[src/rtl/seq_shifter32_pkg.sv]
// Shared definitions for the sequential shifter.
//   - WIDTH_DEFAULT : default datapath width
//   - MODE_*        : aluc encodings (bit 0 selects left, bit 1 selects
//                     logical fill for right shifts)
//   - state_t       : controller state encoding
package seq_shifter32_pkg;

  localparam int WIDTH_DEFAULT = 32;

  localparam logic [1:0] MODE_SRA = 2'b00;  // arithmetic right
  localparam logic [1:0] MODE_SRL = 2'b10;  // logical right
  localparam logic [1:0] MODE_SLA = 2'b01;  // arithmetic left (same as SLL)
  localparam logic [1:0] MODE_SLL = 2'b11;  // logical left

  typedef enum logic [1:0] {
    ST_IDLE  = 2'b00,
    ST_SHIFT = 2'b01,
    ST_DONE  = 2'b10
  } state_t;

endpackage

[src/rtl/seq_shifter32_shift_step.sv]
// One-bit shift of a value in one of the four shifter modes (combinational).
//   value  : operand
//   mode   : aluc-style mode (see seq_shifter32_pkg)
//   result : value shifted by one position
module shift_step
  import seq_shifter32_pkg::*;
#(
  parameter int WIDTH = WIDTH_DEFAULT
) (
  input  logic [WIDTH-1:0] value,
  input  logic [1:0]       mode,
  output logic [WIDTH-1:0] result
);

  always_comb begin
    // NOTE: default assignment first so every path drives result; no latch.
    result = value;
    case (mode)
      MODE_SRA:           result = {value[WIDTH-1], value[WIDTH-1:1]};
      MODE_SRL:           result = {1'b0, value[WIDTH-1:1]};
      MODE_SLA, MODE_SLL: result = {value[WIDTH-2:0], 1'b0};
      default:            result = value;
    endcase
  end

endmodule

[src/rtl/seq_shifter32.sv]
// Sequential shifter: shifts a by b positions, one bit per clock.
//   clk   : rising-edge clock
//   rst   : asynchronous active-high reset
//   start : request, sampled with a, b, aluc when not busy
//   a     : operand
//   b     : shift amount 0..31
//   aluc  : mode (00 SRA, 10 SRL, 01/11 left)
//   c     : registered result of the last completed operation
//   busy  : high while shifting
//   done  : one-cycle pulse when c has just been updated
module seq_shifter32
  import seq_shifter32_pkg::*;
#(
  parameter int WIDTH = WIDTH_DEFAULT
) (
  input  logic             clk,
  input  logic             rst,
  input  logic             start,
  input  logic [WIDTH-1:0] a,
  input  logic [4:0]       b,
  input  logic [1:0]       aluc,
  output logic [WIDTH-1:0] c,
  output logic             busy,
  output logic             done
);

  state_t           state;
  logic [WIDTH-1:0] work;
  logic [1:0]       mode_r;
  logic [4:0]       cnt;
  logic [WIDTH-1:0] step;

  shift_step #(.WIDTH(WIDTH)) u_step (
    .value  (work),
    .mode   (mode_r),
    .result (step)
  );

  always_ff @(posedge clk or posedge rst) begin
    if (rst) begin
      // NOTE: every register here is a handful of flops, so all of them,
      // working registers included, are cleared so an abandoned operation
      // leaves no trace.
      state  <= ST_IDLE;
      work   <= '0;
      mode_r <= MODE_SRA;
      cnt    <= '0;
      c      <= '0;
      busy   <= 1'b0;
      done   <= 1'b0;
    end else begin
      // NOTE: non-blocking assignments throughout; later reads in this block
      // see the pre-edge values, which the transitions below rely on.
      done <= 1'b0;
      case (state)
        ST_IDLE, ST_DONE: begin
          if (start) begin
            work   <= a;
            mode_r <= aluc;
            if (b == 5'd0) begin
              // Zero shift completes immediately with a unchanged.
              c     <= a;
              state <= ST_DONE;
              done  <= 1'b1;
              busy  <= 1'b0;
            end else begin
              cnt   <= b;
              state <= ST_SHIFT;
              busy  <= 1'b1;
            end
          end else begin
            state <= ST_IDLE;
            busy  <= 1'b0;
          end
        end
        ST_SHIFT: begin
          // start and the operand inputs are ignored here.
          work <= step;
          cnt  <= cnt - 5'd1;
          if (cnt == 5'd1) begin
            c     <= step;
            state <= ST_DONE;
            done  <= 1'b1;
            busy  <= 1'b0;
          end
        end
        default: begin
          state <= ST_IDLE;
          busy  <= 1'b0;
        end
      endcase
    end
  end

endmodule
[config.mk]
export PLATFORM = sky130hd
export DESIGN_NAME = seq_shifter32
export DESIGN_NICKNAME = d
export VERILOG_FILES = /design/src/rtl/seq_shifter32_pkg.sv /design/src/rtl/seq_shifter32_shift_step.sv /design/src/rtl/seq_shifter32.sv
export SDC_FILE = /design/constraint.sdc
export NUM_CORES = 1
export LEC_CHECK = 0
export ABC_CLOCK_PERIOD_IN_PS = 5170
export CAP_MARGIN = 10
export CORE_ASPECT_RATIO = 1.2
export CORE_MARGIN = 2
export CORE_UTILIZATION = 56
export DETAILED_ROUTE_END_ITERATION = 8
export GPL_TIMING_DRIVEN = 0
export PLACE_DENSITY = 0.87
export SETUP_SLACK_MARGIN = 0.02
export SLEW_MARGIN = 30
export SYNTH_ARGS = -nofsm -noshare
export SYNTH_HDL_FRONTEND = slang
export SYNTH_HIERARCHICAL = 1
export SYNTH_SLANG_ARGS = --single-unit
export TNS_END_PERCENT = 30
[constraint.sdc]
create_clock -name clk -period 5.17 [get_ports clk]
set_input_delay 1.034 -clock clk [delete_from_list [all_inputs] [get_ports clk]]
set_output_delay 1.034 -clock clk [all_outputs]
set_load 0.005 [all_outputs]
# Word level (Yosys, flattened, before mapping)
# Cells that the tools add are included.
# op_classes
add_sub_neg	1
n_eq_ne	10
n_mux	22
n_reduce_logical	10
# ops
op	count
$mux 32	4
$pmux 32 s2	2
$pmux 32 s3	1
$mux 5	2
$pmux 5 s2	1
$ne 2x2->1 const B	4
$eq 2x2->1 const B	3
$mux 1	6
$mux 2	3
$eq 5x1->1 const B	1
$logic_not 5->1	1
$sub 5x1->5 const B	1
$eq 2x1->1 const B	2
$logic_not 2->1	2
$pmux 1 s2	2
$pmux 2 s2	1
$reduce_and 2->1	2
$reduce_and 4->1	1
$reduce_or 2->1	2
$reduce_and 3->1	1
$reduce_bool 2->1	1
# word_totals
regBits	75
in_bits	42
out_inout_bits	34
elab_cells	50

# Logic depth before layout (Yosys ltp)
# Gate-level depths: netlist of the first run.
# logic_depth
depth_word	5
ltp_mapped	7
ltp_nobuf	6

# Cells and area by module
# The synthesis of the first run kept the hierarchy.
# by_module_without_submodules
module	n_inst	cells_per_inst	area_per_inst_um2	seq_area_each_um2
seq_shifter32	1	297	3301.9	1876.8
shift_step	1	39	519.2	0.0

# Worst setup path after synthesis of the first run
# No wires, ideal clock.
# synth_timing
path_kind	input -> register
start	input b[0]
end	register c[23]
setup_ps	128
arrival_time_ps	2100
required_ps	5042
slack_ps	2942
stages	5
path_buffers	1
cell_sequence	or4_4 -> nor3_2 -> a21oi_2 -> buf_6 -> mux2i_1
# synth_via
elab_chain_cells	3
# synth_lines
item	line	rtl
from (decl)	seq_shifter32.sv:20	input logic [4:0] b,
$logic_not 5->1	seq_shifter32.sv:60	if (b == 5'd0) begin
$ne 2x2->1 (no source line)	n/a	
$reduce_and 4->1 (no source line)	n/a	
to (signal assigned)	seq_shifter32.sv:81	c <= step;
to (decl)	seq_shifter32.sv:22	output logic [WIDTH-1:0] c,
# Every way passes these cells.
# A chain may end at the register's enable or synchronous reset.

# Final worst setup path of the first run
# layout_timing
start	input start
end	register work[28]
# layout_via
elab_chain_cells	2
# layout_lines
item	line	rtl
from (decl)	seq_shifter32.sv:18	input logic start,
$ne 2x2->1 (no source line)	n/a	
$reduce_and 2->1 (no source line)	n/a	
to (signal assigned)	seq_shifter32.sv:78	work <= step;
to (decl)	seq_shifter32.sv:28	logic [WIDTH-1:0] work;
# Every way passes these cells.

==> results of run 1 <==
[per-stage QoR]
step	std cells	instance area [um2]	power, uW	utilization, %
after floorplan	336	3821	2140	-
after global routing	515	4883	3327	72.56
after global placement	498	4681	2611	69.55
after detailed placement	499	4711	2692	69.99
final	515	4883	3100	72.56
after CTS	515	4883	3114	72.56
[power by group]
part	internal (uW)	total [uW]	leakage [uW]	switching, uW
combinational	896	1600	0.00164	706
clock	200	407	0.0000905	207
sequential	885	1090	0.000829	207
total	1980	3100	0.00256	1120
[worst min-delay path, delay by kind of cell, from the launching register on]
kind          cells  cell delay [ps]
simple gates      2              100
flops             1              340
[routing by layer]
layer	wire, um	vias up	GRT usage (%)
met5	0	-	0
met4	215	0	10.92
met3	276	17	4.876
met2	4199	68	39.12
met1	3583	1363	31.34
li1	-	1308	-
[cell families after synthesis]
group	share of synthesized area, %
buf+inv	7.629
compound gates	6.811
flops	49.12
fa+ha+maj	0.6548
xor+xnor	0.4585
simple gates	7.367
mux	27.96
[flip-flops by register name, indices dropped and copies added, names as in the netlist]
name and cells:
done 1, busy 1, work 32, c 32, state 2, mode_r 2
cnt 5
[worst max-delay path by stage]
| stage | startpoint | end | slack, ps | cells after the start |
|---|---|---|---|---|
| 6_report | start | work[28] | 2650 | 6 |
| 5_1_grt | start | work[28] | 2510 | 6 |
| 4_1_cts | b[0] | c[7] | 2650 | 6 |
| 3_5_place_dp | b[0] | c[7] | 2280 | 6 |
| 3_3_place_gp | rst | cnt[3] | 1050 | 2 |
| 2_1_floorplan | rst | busy | 2230 | 1 |
[area by class of cell]
type	count	share of cell area, %
Buffer	20	3.126
Clock buffer	14	3.331
Tap cell	87	2.229
Timing Repair Buffer	76	15.94
Clock inverter	2	0.2050
Sequential cell	75	38.43
Inverter	37	2.895
Multi-Input combinational cell	204	33.85
[layout by cell type (no fill, tap or decap), types with 2 or more instances in the layout]
master,netlist,routed
ha_1,2,2
buf_2,6,6
clkdlybuf4s50_1,0,75
nand2b_1,3,3
inv_2,2,2
clkbuf_1,6,9
clkinv_2,0,2
inv_1,35,34
a21oi_1,34,34
xnor2_1,2,2
clkbuf_8,0,11
buf_6,5,5
nand2_1,12,12
mux2i_1,64,64
o21ai_0,2,2
dfrtp_1,75,75
a221o_1,3,3
mux2_4,27,27
nor2b_1,3,3
mux2_2,2,2
nor2_1,37,37
buf_12,2,2
==> key figures, run 1 <==
Final layout
  • Nets@finish: 467
  • Ant diodes: 0
  • Multi-input gate area: 1653 um2
  • Layout area overhead: 27.80%
  • Fillers: 457
  • Reg area: approximately 1900 um2
  • Layout cells sized above 1: 14.72%

Clock network
  • Clock Path Buffers: 2
  • CTS tree: built
  • Worst-Skew Late Latency: between 300 and 400 ps
  • Worst-path clk slew: around 70 ps
  • H-tree depth: 3
  • Hold Buf Count CTS: 0
  • Post_cts resized: 0
  • Total CTS buffers: 9
  • Clk root buf: clkbuf_8
  • Setup bufs post-CTS: 0
  • Clk sinks: 75

Synthesis
  • Avg Inst Size Synth: around 11 um2
  • Area leader, netlist: dfrtp_1
  • Unique cell type count in the Yosys netlist: 33
  • Sequential element share of the synthesized area: between 40% and 50%
  • Post-synth EDFFs: 0
  • Synth top area share: 49.12%
  • Async SR Flop Fraction: 100.0%
  • Syn Inst Count: ~340
  • Ys flop type: dfrtp_1
  • Count leader, synth: dfrtp_1
  • Top post-synthesis cells by count: dfrtp_1, mux2i_1, nor2_1
  • Register bit total from synthesis: 75
  • Yosys warnings: 6
  • Cell area after synthesis: 3821 um2
  • Post-synth net total: 380
  • Ranking of synthesized cells by area: dfrtp_1, mux2i_1, mux2_4

Critical path
  • CP dominant cell by count: clkbuf_1
  • Setup CP Type: input port to flip-flop
  • R2R setup slack: ~3200 ps
  • Worst r2r src: cnt[0]
  • Crit path max-delay family: buffers and inverters
  • Worst-case reg-to-reg path depth: 5
  • CP Launch Type: input port
  • Worst reg2reg endpoint: c[7]
  • Worst EP required: about 5400 ps
  • Critical path endpoint category: flip-flop
  • Critical-path top delay cell: clkdlybuf4s50_1
  • WP buf/inv: 3
  • Critical path data arrival time: between 2000 and 3000 ps
  • CP peak stage delay: roughly 480 ps
  • CP Max Fanout: 10
  • Crit-path cells: clkdlybuf4s50_1 -> nand2b_1 -> nand2_1 -> clkbuf_1 -> clkbuf_1 -> a21oi_1

Routing
  • Pre-antenna DRT Iters: 4
  • Final WL: 8276 um
  • Detailed Route Iter0 Violations: 190
  • DRC viols: 0
  • DR vias: between 2000 and 3000
  • Vias per cell: 5.351
  • WL/cell: approximately 16 um
  • Number of routed nets with antenna violations: 0

Pwr
  • P per Cell Area: ~630 nW/um2
  • Maximum vdd drop: between 0.3 and 0.4 mV
  • LEAKAGE: about 0.0026 uW

Placed design
  • Post-DP HPWL: between 5000 and 6000 um
  • Pre-CTS setup slack: approximately 2300 ps
  • I/O Buffers: 75
  • Global placer's final weighted congestion: around 0.86

Timing
  • Final setup TNS: 0 ps
  • Slew HR: about 56%
  • Max Fclk: about 0.40 GHz
  • Pins Over Slew Limit: 0
  • Clk_skew: roughly 7.3 ps
  • Final Critical Period: approximately 2500 ps
  • RSZ-0062 raised after global routing: false
  • Worst slew pin tran: 652.9 ps
  • Final period util: 48.77%
  • Worst hold slack: approximately 480 ps
  • Final setup fails: 0
  • Final hold viol count: 0
  • Setup WS post-layout: approximately 2600 ps

Hold path
  • WHS Endpoint: busy
  • Hold crit path type: flip-flop to flip-flop
  • Hold depth: 2
  • Hold path start: busy

Die
  • Die Wd: about 79 um
  • Core area: around 6700 um2
  • Full die area: 7503 um2
  • Die height: ~94 um
  • Rows: 33
  • Initial Util: 56.78%
  • Io pins: between 70 and 80

GRT
  • Largest net degree at the start of global routing: 49
  • Congestion Overflow GR: 0
  • Vias in the first global route: between 2000 and 3000
  • Total GRT Usage: between 20% and 30%
  • First-pass GRT wire length: roughly 14000 um
  • Initial antenna violation count: 0

Run status
  • Status: complete, no violations

Job
  • Max Cap Viol: 0
Power figures use the tool's default switching activity.
==> inputs of run 2 (changes only) <==
- ABC_CLOCK_PERIOD_IN_PS: 5170 -> 2600
- CORE_UTILIZATION: 56 -> 52
- PLACE_DENSITY: 0.87 -> 0.81
- clock period: 5.17 -> 2.6 ns (I/O delays scaled with it)
==> run 2 against run 1 <==
Worst setup slack got worse by 2000 ps. Final area shrank 0.20%. Sequential cell count unchanged. Critical path depth is the same. Global-route usage down 1.9 points. Die area increased by 7.3%. Non-clock buffer count did not move. Sequential power increased by 99%. Utilization fell by 4.8 points. Critical path type unchanged. Critical endpoint is now work[14].
==> key figures, run 2 (synthesis results as in run 1) <==
Placed design
  • Dpl cell area: about 4700 um2
  • Pre-CTS setup slack: 269.6 ps
  • I/O Buffers: 75
  • Global placer's final weighted congestion: 0.8604
  • Post-DP HPWL: between 5000 and 6000 um

Die
  • Initial Util: about 53%
  • Die Wd: 82.26 um
  • Full die area: 8053 um2
  • Rows: 34
  • Die height: a little under 100 um
  • Io pins: 76
  • Core area: 7189 um2

GRT
  • Vias in the first global route: 2866
  • Initial antenna violation count: 0
  • First-pass GRT wire length: 13640 um
  • Total GRT Usage: 22.25%
  • Largest net degree at the start of global routing: 44
  • Congestion Overflow GR: 0

Timing
  • RSZ-0062 raised after global routing: false
  • Final setup TNS: 0 ps
  • Slew HR: 60.52%
  • Worst slew pin tran: about 590 ps
  • Max Fclk: 0.5046 GHz
  • Final Critical Period: 1982 ps
  • Setup WS post-layout: 618.2 ps
  • Final hold viol count: 0
  • Pins Over Slew Limit: 0
  • Final period util: approximately three quarters
  • Final setup fails: 0
  • Clk_skew: approximately 6.2 ps

Critical path
  • Worst reg2reg endpoint: work[14]
  • CP Launch Type: input port
  • Critical path data arrival time: 2190 ps
  • CP peak stage delay: around 470 ps
  • R2R setup slack: 710 ps
  • Worst-case reg-to-reg path depth: 6
  • Crit-path cells: clkdlybuf4s50_1 -> nand2b_1 -> nand2_1 -> clkbuf_1 -> clkbuf_1 -> a21oi_1
  • CP Max Fanout: 10
  • Critical-path top delay cell: clkdlybuf4s50_1
  • Critical path endpoint category: flip-flop
  • Worst r2r src: state[1]
  • Worst setup path endpoint: work[14]
  • Setup CP Type: input port to flip-flop
  • Worst EP required: ~2800 ps
  • Worst Setup SP: start
  • CP dominant cell by count: clkbuf_1

Routing
  • DR vias: ~2700
  • Number of routed nets with antenna violations: 0
  • WL/cell: 15.54 um
  • Detailed Route Iter0 Violations: 215
  • DRC viols: 0
  • Pre-antenna DRT Iters: 4
  • Final WL: 8017 um
  • Vias per cell: 5.178

Job
  • Max Cap Viol: 0

Clock network
  • Worst-path clk slew: 70 ps
  • CTS tree: built
  • Total CTS buffers: 9
  • Clk root buf: clkbuf_8
  • Post_cts resized: 0
  • Hold Buf Count CTS: 0
  • Clk sinks: 75
  • Worst-Skew Late Latency: ~350 ps
  • Setup bufs post-CTS: 0
  • Clock Path Buffers: 2
  • H-tree depth: 3

Final layout
  • Ant diodes: 0
  • Layout cells sized above 1: between 10% and 20%
  • Post-Layout Inst Area: 4873 um2
  • Biggest regs: c (32), work (32), cnt (5)
  • Nets@finish: approximately 470
  • Layout area overhead: 27.54%
  • Most frequent cells in the layout: dfrtp_1, clkdlybuf4s50_1, mux2i_1, nor2_1

Pwr
  • P per Cell Area: between 1000 and 1500 nW/um2
  • LEAKAGE: 0.002560 uW
  • Maximum vdd drop: between 0.5 and 0.6 mV

Run status
  • Status: complete, no violations

Hold path
  • Hold crit path type: flip-flop to flip-flop
-- run 2: worst min-delay path by stage --
| stage | from | end | slack, ps | depth (start not counted) |
|---|---|---|---|---|
| finish | busy | busy | 480 | 2 |
| CTS | busy | busy | 490 | 2 |
| detailed placement | busy | busy | 470 | 2 |
| global placement | busy | busy | 460 | 2 |
| global route | mode_r[1] | mode_r[1] | 510 | 2 |
| floorplan | mode_r[1] | mode_r[1] | 440 | 2 |
-- run 2: power breakdown --
group / total, uW / switching (uW) / internal, uW
logic: 3150 / 1370 / 1780
clock network: 787 / 404 / 383
registers: 2170 / 411 / 1760
total: 6110 / 2180 / 3920
-- run 2: critical path: cells and delay by family --
| kind | cells | cell delay (ps) |
|---|---|---|
| AOI/OAI and AO/OA | 1 | 140 |
| buffers and inverters | 3 | 1270 |
| and+or+nand+nor | 2 | 260 |
-- run 2: layer usage --
layer,part of all wire [%],vias to the layer above,global-route usage (%)
met1,44,1298,29.49
met5,0,-,0
li1,-,1303,-
met3,2.8,17,3.327
met4,2.4,0,10.64
met2,51,54,35.30
-- run 2: metrics by stage --
| stage | hold WS [ps] | power, uW | instances | util (%) |
|---|---|---|---|---|
| CTS | 486.2 | 6148 | 516 | 67.79 |
| detailed placement | 469.0 | 5340 | 502 | 65.47 |
| finish | 483.6 | 6107 | 516 | 67.79 |
| global route | 510.7 | 6569 | 516 | 67.79 |
| floorplan | 440.4 | 4254 | 336 | - |
| global placement | 461.7 | 5200 | 501 | 65.16 |
-- run 2: layout make-up --
class,count,area (um2)
timing repair buffer,76,770.7
inverter,37,141.4
sequential,75,1877
tap,90,112.6
clock inverter,3,15.01
fill,566,2316
buffer,20,152.6
multi-input combinational,204,1653
clock buffer,11,151.4
==> inputs of run 3 (changes only) <==
- ABC_CLOCK_PERIOD_IN_PS: 2600 -> 1800
- CORE_UTILIZATION: 52 -> 47
- PLACE_DENSITY: 0.81 -> 0.78
- clock period: 2.6 -> 1.8 ns (I/O delays scaled with it)
==> run 3 against run 2 <==
First-iteration DRC count decreased by 37%. Sequential share of layout area decreased by 1.3 points. Global-route usage decreased by 2.9 points. Sequential cell count unchanged. Total power increased by 51%. Sequential power increased by 44%. Final cell count increased by 1.9%. Critical path depth unchanged.
==> key figures, run 3 (synthesis results as in run 1) <==
Critical path
  • Worst reg2reg endpoint: c[22]
  • Critical path endpoint category: flip-flop
  • Worst EP required: about 2000 ps
  • Worst r2r src: cnt[0]
  • Worst-case reg-to-reg path depth: 5
  • CP Launch Type: input port
  • CP Max Fanout: 10
  • R2R setup slack: ~140 ps
  • Critical path data arrival time: approximately 1900 ps
  • Setup CP Type: input port to flip-flop

Die
  • Die Wd: 86.31 um
  • Full die area: just under 9000 um2
  • Initial Util: around 48%
  • Io pins: 76
  • Die height: around 100 um
  • Core area: 8018 um2
  • Rows: 36

Pwr
  • LEAKAGE: approximately 0.0027 uW
  • Maximum vdd drop: roughly 0.92 mV
  • P per Cell Area: roughly 1800 nW/um2

Routing
  • Pre-antenna DRT Iters: 4
  • DRC viols: 0
  • DR vias: 2709
  • Vias per cell: slightly above 5
  • Detailed Route Iter0 Violations: approximately 140
  • WL/cell: approximately 15 um
  • Number of routed nets with antenna violations: 0
  • Final WL: around 8100 um

Timing
  • Clk_skew: between 10 and 15 ps
  • Pins Over Slew Limit: 0
  • Final setup fails: 0
  • Final hold viol count: 0
  • Max Fclk: between 0.5 and 0.6 GHz
  • Worst slew pin tran: 487.9 ps
  • Final Critical Period: approximately 1700 ps
  • RSZ-0062 raised after global routing: true
  • Slew HR: just under 70%
  • Worst hold slack: roughly 320 ps
  • Final period util: between 90% and 100%

Hold path
  • Hold depth: 2
  • Hold crit path type: input port to flip-flop
  • WHS Endpoint: cnt[3]
  • Hold path start: b[3]

Clock network
  • CTS tree: built
  • Clock Path Buffers: 2
  • Clk sinks: 75
  • Clk root buf: clkbuf_8
  • H-tree depth: 3
  • Worst-Skew Late Latency: around 350 ps
  • Worst-path clk slew: about 80 ps
  • Total CTS buffers: 9

GRT
  • Vias in the first global route: 2789
  • Total GRT Usage: 19.38%
  • First-pass GRT wire length: roughly 13000 um
  • Largest net degree at the start of global routing: 31
  • Congestion Overflow GR: 0
  • Initial antenna violation count: 0

Final layout
  • Layout area overhead: 31.99%
  • Fin util: 62.91%
  • Layout Cells excl Fill: between 500 and 600
  • Biggest regs: c (32), work (32), cnt (5)
  • Nets@finish: 470
  • Commonest non-fill, non-tap cell in the layout: dfrtp_1
  • Layout cells sized above 1: roughly 17%
  • Ant diodes: 0
  • Most frequent cells in the layout: dfrtp_1, clkdlybuf4s50_1, mux2i_1, nor2_1

Placed design
  • I/O Buffers: 75
  • Cell Count Post-Placement: between 500 and 600
  • Global placer's final weighted congestion: 0.7934
  • Post-DP HPWL: approximately 5900 um

Run status
  • Status: complete, no violations

Job
  • Max Cap Viol: 0
## run 3: cell count changes in the layout (fill, tap and decap cells not counted), sizes merged
cell           delta
clkbuf            +3
clkdlybuf4s50     -3
dlymetal6s2s      +3
bufinv            +2
clkinv            -2
clkinvlp          +2
buf               +1
inv               -1
## run 3: routing by layer
layer | up-vias | track usage [%] | wire [um]
met1 | 1317 | 25.43 | 3614
met4 | 0 | 9.615 | 191
met5 | - | 0 | 0
li1 | 1314 | - | -
met2 | 60 | 31.48 | 3996
met3 | 18 | 3.042 | 329
## run 3: worst max-delay path by stage
stage,start,to,depth (start not counted)
after CTS,b[0],c[30],6
after global routing,state[0],work[1],6
after floorplan,cnt[0],c[0],5
after detailed placement,start,work[13],6
after global placement,start,work[10],6
final,b[4],c[22],6
## run 3: layout make-up
cell class	count	area [um2]
fillers	657	2974
flip-flops and latches	75	1877
multi-input cells	204	1675
repair buffers	80	838.3
plain buffers	19	163.9
clock buffers	12	155.1
inverters	37	142.6
well taps	95	118.9
clock inverters	4	72.57
## run 3: power breakdown
| part | switching, uW | leakage [uW] | total, uW | internal [uW] |
|---|---|---|---|---|
| sequential | 592 | 0.000829 | 3130 | 2540 |
| combinational | 1970 | 0.00173 | 4590 | 2620 |
| clock | 628 | 0.000113 | 1480 | 855 |
## run 3: worst max-delay path: stages
cell	delay, ps
clkdlybuf4s50_1	450
or4_4	480
nor3_4	220
a21oi_4	100
buf_6	200
mux2i_1	130
## run 3: what timing repair did
action | 4_1_cts | 5_1_grt
resized for setup | 5 | 12
hold buffers | 0 | 0
endpoints found under the setup margin | 60 | 54
cloned | 0 | 1
buffers inserted | 0 | 2
pin swaps | 0 | 3
## run 3: per-stage QoR
step | setup slack, ps | power, uW | instance area (um2) | setup TNS, ps
global placement | -353.0 | 7510 | 4695 | -42810
detailed placement | -435.9 | 7690 | 4735 | -25530
CTS | 2.722 | 9200 | 4979 | 0
global route | -8.388 | 9860 | 5044 | -21.31
finish | 90.85 | 9203 | 5044 | 0
floorplan | 217.0 | 6146 | 3825 | 0
